File: src/rtl/count_uart_tx.sv
// Snapshots a counter value on request and sends it out MSB byte first as
// back-to-back 8N1 UART frames on a single registered pin.
module count_uart_tx #(
  parameter int CLKS_PER_BIT = 4,
  parameter int NUM_BYTES    = 2
) (
  input  logic                   clk,
  input  logic                   rst_n,
  input  logic [8*NUM_BYTES-1:0] count_in,
  input  logic                   send,
  output logic                   tx,
  output logic                   busy,
  output logic                   done
);

  localparam int W  = 8 * NUM_BYTES;
  localparam int TW = (CLKS_PER_BIT > 2) ? $clog2(CLKS_PER_BIT) : 1;
  localparam int BW = (NUM_BYTES > 2) ? $clog2(NUM_BYTES) : 1;
  localparam logic [TW-1:0] TIMER_LAST = TW'(CLKS_PER_BIT - 1);
  localparam logic [BW-1:0] BYTE_LAST  = BW'(NUM_BYTES - 1);

  typedef enum logic [1:0] {IDLE, START, DATA, STOP} state_t;

  state_t        state;
  logic [TW-1:0] timer;
  logic [2:0]    bit_idx;
  logic [BW-1:0] byte_idx;
  logic [W-1:0]  shadow;
  logic [7:0]    cur_byte;
  logic          bit_end;

  // The shadow shifts left after each byte, so the byte on the wire is always its top byte.
  assign cur_byte = shadow[W-1 -: 8];
  assign bit_end  = (timer == TIMER_LAST);

  always_ff @(posedge clk or negedge rst_n) begin
    if (!rst_n) begin
      state    <= IDLE;
      timer    <= '0;
      bit_idx  <= '0;
      byte_idx <= '0;
      shadow   <= '0;
      tx       <= 1'b1;
      busy     <= 1'b0;
      done     <= 1'b0;
    end else begin
      done <= 1'b0;
      if (state != IDLE) begin
        timer <= bit_end ? '0 : timer + 1'b1;
      end
      case (state)
        IDLE: begin
          if (send) begin
            shadow   <= count_in;
            state    <= START;
            tx       <= 1'b0;
            busy     <= 1'b1;
            timer    <= '0;
            bit_idx  <= '0;
            byte_idx <= '0;
          end
        end
        START: begin
          if (bit_end) begin
            state <= DATA;
            tx    <= cur_byte[0];
          end
        end
        DATA: begin
          if (bit_end) begin
            if (bit_idx == 3'd7) begin
              state   <= STOP;
              tx      <= 1'b1;
              bit_idx <= '0;
            end else begin
              bit_idx <= bit_idx + 3'd1;
              tx      <= cur_byte[bit_idx + 3'd1];
            end
          end
        end
        STOP: begin
          if (bit_end) begin
            if (byte_idx < BYTE_LAST) begin
              byte_idx <= byte_idx + 1'b1;
              shadow   <= shadow << 8;
              state    <= START;
              tx       <= 1'b0;
            end else begin
              state <= IDLE;
              busy  <= 1'b0;
              done  <= 1'b1;
            end
          end
        end
        default: state <= IDLE;
      endcase
    end
  end

  // Parameter sanity; only meaningful in simulation.
  param_legal: assert property (@(posedge clk) (CLKS_PER_BIT >= 2) && (NUM_BYTES >= 1));

endmodule

File: config.mk
export PLATFORM = sky130hd
export DESIGN_NAME = count_uart_tx
export DESIGN_NICKNAME = d
export VERILOG_FILES = /design/src/rtl/count_uart_tx.sv
export SDC_FILE = /design/constraint.sdc
export NUM_CORES = 1
export LEC_CHECK = 0
export BUFFER_PORTS_ARGS = -buffer_cell sky130_fd_sc_hd__buf_2
export CORE_MARGIN = 2
export CORE_UTILIZATION = 35
export CTS_BUF_LIST = sky130_fd_sc_hd__clkbuf_8
export CTS_CLUSTER_DIAMETER = 40
export CTS_CLUSTER_SIZE = 20
export DETAILED_ROUTE_END_ITERATION = 8
export HOLD_SLACK_MARGIN = 0.06
export SLEW_MARGIN = 20
export SYNTH_ARGS = -nofsm -noshare
export SYNTH_HDL_FRONTEND = slang
export SYNTH_SLANG_ARGS = --single-unit
File: constraint.sdc
create_clock -name clk -period 2 [get_ports clk]
set_input_delay 0.5 -clock clk [delete_from_list [all_inputs] [get_ports clk]]
set_output_delay 0.5 -clock clk [all_outputs]
set_load 0.1 [all_outputs]
==> results of run 1 <==
-- metrics by stage --
stage	setup WS, ps	cells	utilization (%)	power (W)	hold slack (ps)
final	176	199	40.8	0.00242	214
after global routing	45.3	199	40.8	0.00263	264
after CTS	175	199	40.8	0.00244	241
after detailed placement	201	195	39.6	0.00212	477
after global placement	227	195	39.6	0.00205	467
after floorplan	380	125	-	0.00189	204
-- registers in the layout, summed over array words and instances, names as in the netlist --
| register | count |
|---|---|
| busy | 1 |
| bit_idx | 3 |
| timer | 2 |
| state | 2 |
| byte_idx | 1 |
| shadow | 16 |
| done | 1 |
| tx | 1 |
-- power by group through the flow --
stage	Combinational [W]	Sequential [W]	Clock, W
final	0.00120	0.000902	0.000323
after global routing	0.00135	0.000928	0.000354
after CTS	0.00121	0.000903	0.000330
after detailed placement	0.00120	0.000913	0
after global placement	0.00115	0.000898	0
after floorplan	0.000971	0.000918	0
-- path summary, 6_finish.rpt --
| check | endpoint | slack, ps | cells after the start |
|---|---|---|---|
| hold / removal | timer[1] | 210 | 1 |
| hold reg to reg | shadow[9] | 500 | 2 |
| setup reg to reg | bit_idx[0] | 180 | 6 |
| setup / recovery | bit_idx[0] | 180 | 6 |
| min in group clk | shadow[4] | 430 | 2 |
| max in group asynchronous | bit_idx[0] | 1400 | 1 |
-- critical path, stage by stage, from the launching register on --
cell	delay, ps
dfrtp_1	430
inv_1	90
ha_1	270
buf_4	180
nor2b_2	190
nor4_1	370
mux2_2	240
-- layout make-up --
type	count	area, µm²	share of cell area (%)
Clock buffer	3	41.3	2.56
Clock inverter	1	7.51	0.466
Inverter	6	22.5	1.40
Multi-Input combinational cell	87	664	41.3
Sequential cell	27	677	42.0
Tap cell	50	62.6	3.89
Timing Repair Buffer	25	135	8.39
-- layer usage --
layer  routed length [µm]  up-vias
met1                 1280      492
met4                   17        0
met3                   80        2
met5                    0        -
li1                     -      502
met2                 1320       18
-- cells in the mapped netlist (2+ instances only) --
| master | instances | area (µm²) |
|---|---|---|
| nand2b_1 | 2 | 12.5 |
| nand2_1 | 13 | 48.8 |
| mux2i_1 | 10 | 100 |
| buf_6 | 3 | 33.8 |
| dfrtp_1 | 26 | 651 |
| o21ai_1 | 8 | 40.0 |
| buf_2 | 2 | 10.0 |
| ha_1 | 7 | 87.6 |
| nor2_1 | 4 | 15.0 |
| a21oi_1 | 4 | 20.0 |
| a22o_1 | 9 | 78.8 |
| inv_1 | 5 | 18.8 |
| o21ai_0 | 5 | 25.0 |
| nor3_1 | 2 | 10.0 |
-- logic make-up after synthesis --
| logic type | after synthesis | share of synthesized area (%) |
|---|---|---|
| AO/OA/AOI/OAI | 39 | 20.8 |
| AND/OR/NAND/NOR | 28 | 9.87 |
| flip-flops | 27 | 48.1 |
| multiplexers | 13 | 10.3 |
| buffers and inverters | 11 | 4.71 |
| adder cells (fa/ha/maj) | 7 | 6.22 |
==> flow_summary.toml, run 1 <==
[die]
die_area_um2 = 4540
die_h_um = 67.4
core_area_um2 = 3940
rows = 23
pin_count = 22
die_x_um = 67.4
start_util_pct = 35.7

[cts]
htreeDepth = 1
clk_pin_slew_worst_paths_ps = 100
clock-sinks = 27
ctsHoldBuffers = 0
post_cts_resize_count = 0
cts_setup_buffers = 0
numCtsBuffers = 3
clk_latency_ps = 270
cts_buffer_depth = 2
cts_tree = "done"
root_buffer = "clkbuf_8"

[drt]
vias = 1014
wl_mm = 2.70
wl_per_cell_um = 13.6
vias_per_cell = 5.10
first_pass_iters = 4
ant_nets = 0
drc = 0
drtIter0Drc = 23

[placed_design]
dp_hpwl_mm = 2.04
place.gp.congestion = 0.790
io_buffers = 21
dpl_cell_area_um2 = 1560

[yosys]
synthCells = 125
yosysUniqueCellTypes = 39
synth-main-ff-cell = "dfrtp_1"
synthesis.nets = 151
yosysWarningCount = 0
synth_edf_count = 0
synth.avg_cell_area_um2 = 11.3
synthArstFlopShare_pct = 100
synth_seq_cells = 27
ys_seq_area_share_pct = 48.1
netlist_area_um2 = 1410

[pwr]
peakVddDrop_uv = 476
power_density_nw_per_um2 = 1500
p_leak_nw = 0.751
p_switching_w = 0.000999
p_comb_share_pct = 49.4
seqPwrFrac_pct = 37.3
p_int_w = 0.00142
clkPwrFrac_pct = 13.3
swShare_pct = 41.2

[finish]
syn_to_final_growth_pct = 14.4
drive_above_1_share_pct = 26.2
mostFrequentLayoutCell = "dfrtp_1"
finish.instance_area_um2 = 1610
finalNetCount = 176
num-fill-cells = 377
layout_common_cells = "dfrtp_1, buf_2, nand2_1"
num_antenna_cells = 0

[sta]
slew_headroom_pct = 60.8
slew_viol_final = 0
fin_tns_setup_ps = 0
rsz0062_at_grt = "no"
setup_viol = 0
hold_violations = 0
tightest_slew_ps = 588
min_period_ps = 1820
clock.fmax_ghz = 0.548
period_share_pct = 91.2
clock_skew_ps = 2.81

[job]
drv_cap = 0

[grt]
met2_usage_pct = 22.4
grt_max_degree = 28
grt_pass1_vias = 1009
grt.total_usage_pct = 13.4
gr-total-overflow = 0
busiest_layer = "met2"
grt_pass1_wl_mm = 4.69
grt_use_met3_pct = 2.33
met1_usage_pct = 17.4
antenna_found_initial = 0

[critical_path]
worst-setup-path-type = "reg2reg"
start_kind = "register"
critPathCaptureType = "register"
crit_required_ps = 2220
crit_path_start = "state[0]"
path_max_fanout = 6
rr_startpoint = "state[0]"
worst_ep_arrival_time_ps = 2040

[worst_hold_path]
hold_path.class = "in2async"

[outcome]
outcome = "completed"
(Power assumes the default switching activity.)
==> inputs of run 2 (changes only) <==
Settings changed: RECOVER_POWER from default to 50.
==> run 2 against run 1 <==
Critical path depth is the same. Hold slack gained 220 ps. Sequential power is essentially flat. Non-clock buffer count is the same. Routed wire length is essentially flat. Combinational power is essentially flat. Critical path type unchanged. Maximum frequency is the same. Power is essentially flat.
==> flow_summary.toml, run 2 (same netlist as run 1, synthesis figures left out) <==
[outcome]
outcome = "completed"

[drt]
vias = 1014
wl_mm = 2.70
drtIter0Drc = 23
drc = 0
wl_per_cell_um = 13.6
first_pass_iters = 4
ant_nets = 0
vias_per_cell = 5.10

[job]
drv_cap = 0

[critical_path]
cp_slowest_cell = "dfrtp_1"
worst-setup-path-type = "reg2reg"
slowest_delay_ps = 430
critPathCaptureType = "register"
crit_required_ps = 2220
start_kind = "register"
worst_ep_arrival_time_ps = 2040
cp_top_family = "simple AND/OR/NAND/NOR gates"
worstPathCellList = "inv_1, ha_1, buf_4, nor2b_2, nor4_1, mux2_2"
cp_num_buf_inv = 2
path_max_fanout = 6

[grt]
grt.total_usage_pct = 13.4
gr-total-overflow = 0
grt_pass1_vias = 1009
grt_pass1_wl_mm = 4.69
antenna_found_initial = 0
grt_max_degree = 28

[die]
die_area_um2 = 4540
die_x_um = 67.4
start_util_pct = 35.7
rows = 23
die_h_um = 67.4
core_area_um2 = 3940
pin_count = 22

[cts]
clock-sinks = 27
clk_latency_ps = 270
cts_buffer_depth = 2
ctsHoldBuffers = 0
numCtsBuffers = 3
root_buffer = "clkbuf_8"
clk_pin_slew_worst_paths_ps = 100
htreeDepth = 1
cts_setup_buffers = 0
cts_tree = "done"
post_cts_resize_count = 0

[sta]
setup_viol = 0
tightest_slew_ps = 1410
min_period_ps = 1820
rsz0062_at_grt = "no"
slew_headroom_pct = 6.06
hold_violations = 0
slew_viol_final = 0
clock.fmax_ghz = 0.548
fin_tns_setup_ps = 0
period_share_pct = 91.2
timing.final.ws_setup_ps = 176
clock_skew_ps = 2.81
whs_ps = 435

[finish]
syn_to_final_growth_pct = 14.3
num_antenna_cells = 0
finalNetCount = 176
largest_register_ffs = 16
num-fill-cells = 378
drive_above_1_share_pct = 25.5
seqCellArea_um2 = 677
multiInputGateArea_um2 = 664
layout_common_cells = "dfrtp_1, buf_2, nand2_1"
top_register = "shadow"
mostFrequentLayoutCell = "dfrtp_1"
largestRegisters = "shadow (16), bit_idx (3)"

[worst_hold_path]
hold_path.class = "in2reg"

[pwr]
power_density_nw_per_um2 = 1510
peakVddDrop_uv = 476
p_leak_nw = 0.748

[placed_design]
dp_hpwl_mm = 2.04
io_buffers = 21
pre_cts_ws_ps = 201
place.gp.congestion = 0.790
-- run 2: routing by layer --
metal	vias to the layer above	track usage [%]	routed length (µm)
met2	18	22.4	1320
met1	492	17.4	1280
li1	502	-	-
met5	-	0	0
met3	2	2.33	80
met4	0	5.10	17
-- run 2: final cells by class --
type	instances	area share, %
sequential	27	42.1
multi-input combinational	87	41.3
timing repair buffer	25	8.32
tap	50	3.89
clock buffer	3	2.57
inverter	6	1.40
clock inverter	1	0.467
-- run 2: through the flow --
stage | total power (W) | utilization, % | instances | instance area [µm²]
detailed placement | 0.00212 | 39.6 | 195 | 1560
floorplan | 0.00189 | - | 125 | 1410
CTS | 0.00244 | 40.8 | 199 | 1610
global route | 0.00263 | 40.8 | 199 | 1610
global placement | 0.00205 | 39.6 | 195 | 1560
finish | 0.00242 | 40.8 | 199 | 1610
-- run 2: worst paths after layout --
kind                               to  slack, ps  cells after the start        start
max                        bit_idx[0]        180                      6     state[0]
min                         shadow[4]        430                      2  count_in[4]
max reg2reg                bit_idx[0]        180                      6     state[0]
min reg2reg                 shadow[9]        500                      2    shadow[9]
max in group asynchronous  bit_idx[0]        650                      1        rst_n
min in group asynchronous    timer[1]        530                      1        rst_n
-- run 2: where the power goes --
| part | switching [W] | internal [W] | total, W |
|---|---|---|---|
| clock | 0.000181 | 0.000141 | 0.000323 |
| combinational | 0.000673 | 0.000524 | 0.00120 |
| sequential | 0.000145 | 0.000757 | 0.000902 |
